## src/rtl/vec_pkg.sv

```systemverilog
// Shared types and sizing helpers for the vector-op initiator slice.
// Latency: n/a (types and constant functions only).
// Backpressure: n/a.
package vec_pkg;

  typedef logic [31:0] fp32_t;

  typedef enum logic [2:0] {
    LOAD_A,
    LOAD_B,
    RUN,
    WAIT,
    DRAIN
  } vec_state_e;

  // Element index width; a single-element vector still needs one bit.
  function automatic int vec_idx_w(input int n);
    return (n <= 2) ? 1 : $clog2(n);
  endfunction

endpackage

```

## src/rtl/vec_result_serializer.sv

```systemverilog
// Holds a captured result vector and streams it out element by element.
// Latency: first element valid the cycle after the capture pulse.
// Backpressure: out_ready_i low holds idx, data and last stable.
module vec_result_serializer
  import vec_pkg::*;
#(
  parameter int N = 4
) (
  input  logic            clk,
  input  logic            rst,
  input  logic            capture_i,
  input  fp32_t [N-1:0]   result_i,
  output logic            out_valid_o,
  input  logic            out_ready_i,
  output fp32_t           out_data_o,
  output logic            out_last_o,
  output logic            drain_done_o
);

  localparam int IW = vec_idx_w(N);
  localparam logic [IW-1:0] IDX_LAST = IW'(N - 1);

  fp32_t [N-1:0] buf_q, buf_d;
  logic          valid_q, valid_d;
  logic [IW-1:0] idx_q, idx_d;

  // Capture loads the buffer and restarts the index; each accepted beat advances it.
  always_comb begin
    buf_d   = buf_q;
    valid_d = valid_q;
    idx_d   = idx_q;
    if (capture_i) begin
      buf_d   = result_i;
      valid_d = 1'b1;
      idx_d   = '0;
    end else if (valid_q && out_ready_i) begin
      if (idx_q == IDX_LAST) begin
        valid_d = 1'b0;
        idx_d   = '0;
      end else begin
        idx_d = idx_q + IW'(1);
      end
    end
  end

  // Buffer, valid flag and drain index registers.
  always_ff @(posedge clk or negedge rst) begin
    if (!rst) begin
      buf_q   <= '0;
      valid_q <= 1'b0;
      idx_q   <= '0;
    end else begin
      buf_q   <= buf_d;
      valid_q <= valid_d;
      idx_q   <= idx_d;
    end
  end

  // Data and last are forced to zero outside a drain so idle outputs stay clean.
  assign out_valid_o  = valid_q;
  assign out_data_o   = valid_q ? buf_q[idx_q] : '0;
  assign out_last_o   = valid_q && (idx_q == IDX_LAST);
  assign drain_done_o = valid_q && out_ready_i && (idx_q == IDX_LAST);

endmodule

```

## src/rtl/vec_stream_initiator.sv

```systemverilog
// Loads two operand vectors serially, launches a parallel vector op, streams the result back.
// Latency: 1 (RUN) + W (WAIT, W>=2) + 1 cycles from last operand accept to first out_valid.
// Backpressure: in_ready low outside LOAD states; out_ready low stalls the drain in place.
module vec_stream_initiator
  import vec_pkg::*;
#(
  parameter int VECTOR_LEN     = 4,
  parameter int TIMEOUT_CYCLES = 1024
) (
  input  logic                     clk,
  input  logic                     rst,
  input  logic                     in_valid,
  output logic                     in_ready,
  input  fp32_t                    in_data,
  output logic                     op_rst,
  output fp32_t [VECTOR_LEN-1:0]   op_vec1,
  output fp32_t [VECTOR_LEN-1:0]   op_vec2,
  input  fp32_t [VECTOR_LEN-1:0]   op_result,
  input  logic                     op_done,
  output logic                     out_valid,
  input  logic                     out_ready,
  output fp32_t                    out_data,
  output logic                     out_last,
  output logic                     busy,
  output logic                     timeout
);

  localparam int IW = vec_idx_w(VECTOR_LEN);
  localparam int CW = $clog2(TIMEOUT_CYCLES);
  localparam logic [IW-1:0] IDX_LAST = IW'(VECTOR_LEN - 1);
  localparam logic [CW-1:0] CNT_LAST = CW'(TIMEOUT_CYCLES - 1);

  vec_state_e              state_q, state_d;
  logic [IW-1:0]           idx_q, idx_d;
  logic [CW-1:0]           cnt_q, cnt_d;
  logic                    timeout_q, timeout_d;
  fp32_t [VECTOR_LEN-1:0]  vec1_q, vec2_q;
  logic                    wr_a, wr_b, capture, drain_done;

  // Next-state logic; cnt_q holds the number of WAIT cycles already completed.
  always_comb begin
    state_d   = state_q;
    idx_d     = idx_q;
    cnt_d     = cnt_q;
    timeout_d = timeout_q;
    wr_a      = 1'b0;
    wr_b      = 1'b0;
    capture   = 1'b0;
    in_ready  = 1'b0;
    op_rst    = 1'b1;
    case (state_q)
      LOAD_A: begin
        in_ready = 1'b1;
        if (in_valid) begin
          wr_a = 1'b1;
          if (idx_q == IDX_LAST) begin
            state_d = LOAD_B;
            idx_d   = '0;
          end else begin
            idx_d = idx_q + IW'(1);
          end
        end
      end
      LOAD_B: begin
        in_ready = 1'b1;
        if (in_valid) begin
          wr_b = 1'b1;
          if (idx_q == IDX_LAST) begin
            state_d = RUN;
            idx_d   = '0;
          end else begin
            idx_d = idx_q + IW'(1);
          end
        end
      end
      RUN: begin
        op_rst  = 1'b0;
        state_d = WAIT;
        cnt_d   = '0;
      end
      WAIT: begin
        op_rst = 1'b0;
        cnt_d  = cnt_q + CW'(1);
        // A done seen on the first WAIT cycle may be left over from the previous op.
        if (op_done && (cnt_q != '0)) begin
          capture = 1'b1;
          state_d = DRAIN;
          cnt_d   = '0;
        end else if (cnt_q == CNT_LAST) begin
          timeout_d = 1'b1;
          state_d   = LOAD_A;
          cnt_d     = '0;
        end
      end
      DRAIN: begin
        if (drain_done) begin
          state_d = LOAD_A;
          idx_d   = '0;
        end
      end
      default: begin
        state_d = LOAD_A;
        idx_d   = '0;
        cnt_d   = '0;
      end
    endcase
  end

  // FSM, load index, wait counter and sticky timeout registers.
  always_ff @(posedge clk or negedge rst) begin
    if (!rst) begin
      state_q   <= LOAD_A;
      idx_q     <= '0;
      cnt_q     <= '0;
      timeout_q <= 1'b0;
    end else begin
      state_q   <= state_d;
      idx_q     <= idx_d;
      cnt_q     <= cnt_d;
      timeout_q <= timeout_d;
    end
  end

  // Operand registers; only written during their LOAD state, so they hold through RUN/WAIT/DRAIN.
  always_ff @(posedge clk or negedge rst) begin
    if (!rst) begin
      vec1_q <= '0;
      vec2_q <= '0;
    end else begin
      if (wr_a) vec1_q[idx_q] <= in_data;
      if (wr_b) vec2_q[idx_q] <= in_data;
    end
  end

  vec_result_serializer #(
    .N (VECTOR_LEN)
  ) u_ser (
    .clk          (clk),
    .rst          (rst),
    .capture_i    (capture),
    .result_i     (op_result),
    .out_valid_o  (out_valid),
    .out_ready_i  (out_ready),
    .out_data_o   (out_data),
    .out_last_o   (out_last),
    .drain_done_o (drain_done)
  );

  assign op_vec1 = vec1_q;
  assign op_vec2 = vec2_q;
  assign busy    = !((state_q == LOAD_A) && (idx_q == '0));
  assign timeout = timeout_q;

endmodule

```

## config.mk

```make
export PLATFORM = sky130hd
export DESIGN_NAME = vec_stream_initiator
export DESIGN_NICKNAME = d
export VERILOG_FILES = /design/src/rtl/vec_pkg.sv /design/src/rtl/vec_result_serializer.sv /design/src/rtl/vec_stream_initiator.sv
export SDC_FILE = /design/constraint.sdc
export NUM_CORES = 1
export LEC_CHECK = 0
export BUFFER_PORTS_ARGS = -buffer_cell sky130_fd_sc_hd__buf_4
export CAP_MARGIN = 20
export CORE_AREA = 2 2 177 179
export DETAILED_ROUTE_END_ITERATION = 10
export DIE_AREA = 0 0 179 181
export PLACE_DENSITY = 0.87
export SYNTH_ARGS = -nofsm -noshare
export SYNTH_HDL_FRONTEND = slang
export SYNTH_SLANG_ARGS = --single-unit
```

## constraint.sdc

```tcl
create_clock -name clk -period 6.8 [get_ports clk]
set_input_delay 0.68 -clock clk [delete_from_list [all_inputs] [get_ports clk]]
set_output_delay 0.68 -clock clk [all_outputs]
set_load 0.005 [all_outputs]
```

### Word level (Yosys, flattened, before mapping)

Cells that the tools add are included.

* register bits after elaboration: 403
* output and inout bits: 294
* logic and storage cells: 94

* $add $sub $neg: 3
* order comparisons: 3
* equal/unequal tests: 14
* mux-type cells: 35
* bitwise logic cells: 2
* reductions and logical operators: 19

Operators with widths (number)
* $bwmux 128: 2
* $mux 32: 3
* $bmux 32 s2: 1
* $demux 32 s2: 1
* $mux 3: 7
* $mux 10: 2
* $pmux 10 s2: 1
* $pmux 3 s5: 1
* $mux 2: 6
* $add 10x1->10 const B: 1
* $eq 10x10->1 const B: 1
* $mux 1: 10
* $ne 2x2->1 const B: 5
* $reduce_bool 10->1: 1
* $eq 3x2->1 const B: 2
* $logic_and 1x1->1: 6
* $lt 2x3->1 const B: 2
* $pmux 2 s3: 1
* $reduce_and 3->1: 2
* $reduce_and 6->1: 1
* $add 2x1->2 const B: 2
* $eq 2x2->1 const B: 2
* $reduce_bool 2->1: 2
* $reduce_or 2->1: 2
* other kinds (11): 12

### Depth between registers and ports, before layout

* depth in word-level cells: 6
* gate-level depth with buffers: 8
* gate-level depth less buffers: 6

### By module

Synthesis repeated with hierarchy kept, for this count alone.

* cells, all modules: 1052
* area, all modules: 16792.4 µm²

Modules (own cells, without submodules)
* vec_stream_initiator: instances 1, cells an instance 654, area each 10558.9 µm², seq. area each 6806.5 µm²
* vec_result_serializer: instances 1, cells an instance 398, area each 6233.5 µm², seq. area each 3278.1 µm²

### Worst setup path after synthesis

OpenSTA, ideal clock, no wires.

* path kind: reg2out
* from: reg u_ser.idx_q[0]
* to: out out_data[0]
* data arrival time: 1.855 ns
* data required time: 6.120 ns
* path slack: 4.265 ns
* stages on the path, launching flop included: 5
* path buffers: 2
* cell sequence: dfrtp_1 clkbuf_1 buf_1 mux4_2 and2_1

* longest elaborated chain between the ends: 3

RTL lines
* start: declaration: line vec_result_serializer.sv:25 `logic [IW-1:0] idx_q, idx_d;`
* start signal: assignment: line vec_result_serializer.sv:55 `idx_q <= idx_d;`
* $bmux 32 s2: line vec_result_serializer.sv:61 `assign out_data_o = valid_q ? buf_q[idx_q] : '0;`
* $mux 32 (implied by the code): line vec_result_serializer.sv:61
* $mux 32: line vec_result_serializer.sv:61
* end: declaration: line vec_stream_initiator.sv:22 `output fp32_t out_data,`

Every way passes these cells. The select of a mux whose other input is x is not followed.

### Final worst setup path

* from: reg cnt_q[0]
* to: reg u_ser.buf_q[31] (netlist bit)

* longest elaborated chain between the ends: 4

RTL lines
* start: declaration: line vec_stream_initiator.sv:35 `logic [CW-1:0] cnt_q, cnt_d;`
* start signal: assignment: line vec_stream_initiator.sv:119 `cnt_q <= cnt_d;`
* $reduce_bool 10->1: line vec_stream_initiator.sv:85 `if (op_done && (cnt_q != '0)) begin`
* $logic_and 1x1->1: line vec_stream_initiator.sv:85
* $mux 1: line vec_stream_initiator.sv:85
* $mux 1: line vec_stream_initiator.sv:51 `case (state_q)`
* end signal: assignment: line vec_result_serializer.sv:53 `buf_q <= buf_d;`
* end: declaration: line vec_result_serializer.sv:23 `fp32_t [N-1:0] buf_q, buf_d;`

Every way passes these cells.
A chain may end at the register's enable or synchronous reset.

==> results.toml <==
[synth]
synth_cell_types = 40
syn-cell-area_sq_um = 16600
syn_area_per_cell_sq_um = 16.2
ys_seq_elements = 403
yosys_warnings = 0
synth_area_leader_cell = "dfrtp_1"
synth_nets = 1192
synth_top_area_share = 0.609
ys_top_cells_by_area = "dfrtp_1, mux2_2, mux2_4, mux4_2, and2_1"
async_flop_share = 1.00
synth_most_common_cell = "dfrtp_1"
netlist_instances = 1020
synthFlopType = "dfrtp_1"
synth_commonest_cells = "dfrtp_1, mux2_2, mux2_4"
seq_area_frac_synth = 0.609
synth-edff-count = 0

[global_routing]
first_global_vias = 11300
grt_max_degree = 167
overflow = 0
antenna_found_initial = 1
globalRouteTotalUtil = 0.268
grt_pass1_wl_mm = 66.3

[clocking]
hold_buffers = 0
cts-root-buf = "clkbuf_16"
cts_inserted_buffers = 42
htree_levels = 2
clk_pin_slew_worst_paths_ns = 0.06
post_cts_resized = 0
clk_path_buf_depth = 3
cts_tree = "yes"
cts_num_sinks = 403
clkLatencyLatePin_ns = 0.53
postCtsSetupBuffers = 0

[timing]
fin_skew_ns = 0.0258
setup_viol = 0
drv_slew = 0
setup_tns_ns = 0
fin_crit_sh = 0.505
rsz0062_at_grt = "false"
hold_viol = 0
tightest_slew_ns = 1.13
relSlewSlack = 0.244
fin_crit_ns = 3.44
max_freq_mhz = 291

[worst_hold_path]
hold_class = "in -> async"

[worst_setup_path]
reg2regPathDepth = 7
worstPathRequired_ns = 7.20
max_stage_delay_ns = 0.96
path_cells = "inv_1 -> ha_1 -> or3b_2 -> o41ai_4 -> nor2_4 -> buf_4 -> mux2_2"
critical_path.max_fanout = 71
worstSetupEndpointType = "flip-flop"
worstSetupStartpointType = "flip-flop"
crit_arrival_ns = 3.84
crit_slowest_cell = "buf_4"
setup.worst_path.class = "reg -> reg"
reg2reg_slack_ns = 3.36
startpoint = "cnt_q[0]"
worst_r2r_endpoint = "u_ser.buf_q[31]"
regToRegStartpoint = "cnt_q[0]"

[power]
leakagePower_nw = 10.3
peakVddDrop_mv = 0.256
cellPowerDensity_nw_per_um2 = 479

[layout]
antenna_cells = 0
layout-drive-gt1-share = 0.632
final_area_sq_um = 21700
num-nets-final = 1647
syn_to_final_growth_pct = 31.0
seqCellArea_sq_um = 10100
num-fill-cells = 1923
multi_input_area_sq_um = 6170

[die]
placementRows = 64
die_y_um = 181
dieWidth_um = 179
die-area_sq_um = 32400
start_util = 0.546
core-area_sq_um = 30300
pin_count = 459

[detailed_routing]
dr.pass1.iters = 4
vias = 10600
drc = 0
wl_mm = 43.3
wl_per_cell_um = 22.8
drt_iter0_drc = 557
ant_nets = 0
viasPerCell = 5.57

[place]
dp_hpwl_mm = 29.8
io_buffers = 458
placement.cell_area_sq_um = 20300
gp_congestion = 0.836

[flow_run]
maxCapViolations = 0

[outcome]
status = "complete, no violations"
[cell usage in the layout (no fill, tap or decap), types with 3 or more instances in the layout]
cell / instances
and2_1: 34
inv_1: 11
clkbuf_16: 42
a31oi_1: 5
clkbuf_1: 14
nand3_1: 7
mux2_2: 308
clkbuf_8: 4
clkinv_2: 9
nor3_1: 3
buf_4: 465
o21ai_0: 8
and3_1: 3
dfrtp_1: 402
mux4_2: 32
nor2_1: 3
a21oi_1: 5
o22ai_1: 3
bufinv_16: 3
mux2_4: 70
mux2_1: 6
nand2_1: 19
xor2_1: 3
nand2_2: 7
ha_1: 7
[stage by stage]
stage / util / worst slack [ns] / hold slack [ns] / power, mW / std cells
finish: 0.715 / 3.36 / 0.163 / 10.4 / 1902
global route: 0.715 / 3.22 / 0.208 / 11.0 / 1902
CTS: 0.713 / 3.37 / 0.189 / 10.5 / 1900
detailed placement: 0.670 / 3.38 / 0.467 / 8.22 / 1825
global placement: 0.670 / 3.48 / 0.465 / 8.02 / 1825
floorplan: - / 4.27 / 0.384 / 6.09 / 1020
[power breakdown]
part	internal [mW]	switching (mW)
registers	3.56	0.678
logic	2.51	1.45
clock network	1.30	0.906
[metal layers]
metal / vias up / global-route usage / part of all wire / wire length, um
met4: 0 / 0.0907 / 0.035 / 1530
met1: 5445 / 0.323 / 0.38 / 16300
li1: 4615 / - / - / -
met3: 90 / 0.0856 / 0.094 / 4050
met2: 442 / 0.452 / 0.49 / 21400
met5: - / 0 / 0 / 0
[state kept, by name, indices dropped and copies added, names as in the netlist]
register	count
state_q	3
cnt_q	10
idx_q	2
timeout	1
op_vec1	128
u_ser.out_valid_o	1
u_ser.idx_q	2
u_ser.buf_q	128
op_vec2	128
[area by class of cell]
| type | instances | share of cell area |
|---|---|---|
| flip-flops and latches | 403 | 0.465 |
| multi-input cells | 548 | 0.284 |
| repair buffers | 469 | 0.165 |
| clock buffers | 60 | 0.0534 |
| well taps | 396 | 0.0228 |
| clock inverters | 15 | 0.00779 |
| inverters | 11 | 0.00190 |
[worst max-delay path by stage]
stage	slack, ns	cells after the start	to
2_1_floorplan	4.27	4	out_data[0]
3_3_place_gp	3.48	7	u_ser.buf_q[31]
3_5_place_dp	3.38	7	u_ser.buf_q[31]
4_1_cts	3.37	7	u_ser.buf_q[31]
5_1_grt	3.22	7	u_ser.buf_q[31]
6_report	3.36	7	u_ser.buf_q[31]
[worst max-delay path: cells and delay by family, from the launching register on]
| kind | cells | cell delay, ns |
|---|---|---|
| adders and majority gates | 1 | 0.19 |
| buffers and inverters | 2 | 1.02 |
| muxes | 1 | 0.43 |
| AOI/OAI and AO/OA | 1 | 0.13 |
| and+or+nand+nor | 2 | 1.08 |
| DFF | 1 | 0.40 |
[cells by family after synthesis]
| logic type | count (synthesis) | share of synthesized area |
|---|---|---|
| DFF | 403 | 0.609 |
| buffers and inverters | 69 | 0.0202 |
| adders and majority gates | 7 | 0.00529 |
| AOI/OAI and AO/OA | 34 | 0.0146 |
| and+or+nand+nor | 87 | 0.0286 |
| xor gates and xnor gates | 3 | 0.00159 |
| muxes | 417 | 0.321 |
Note: power is estimated with default switching activity, not from simulation.
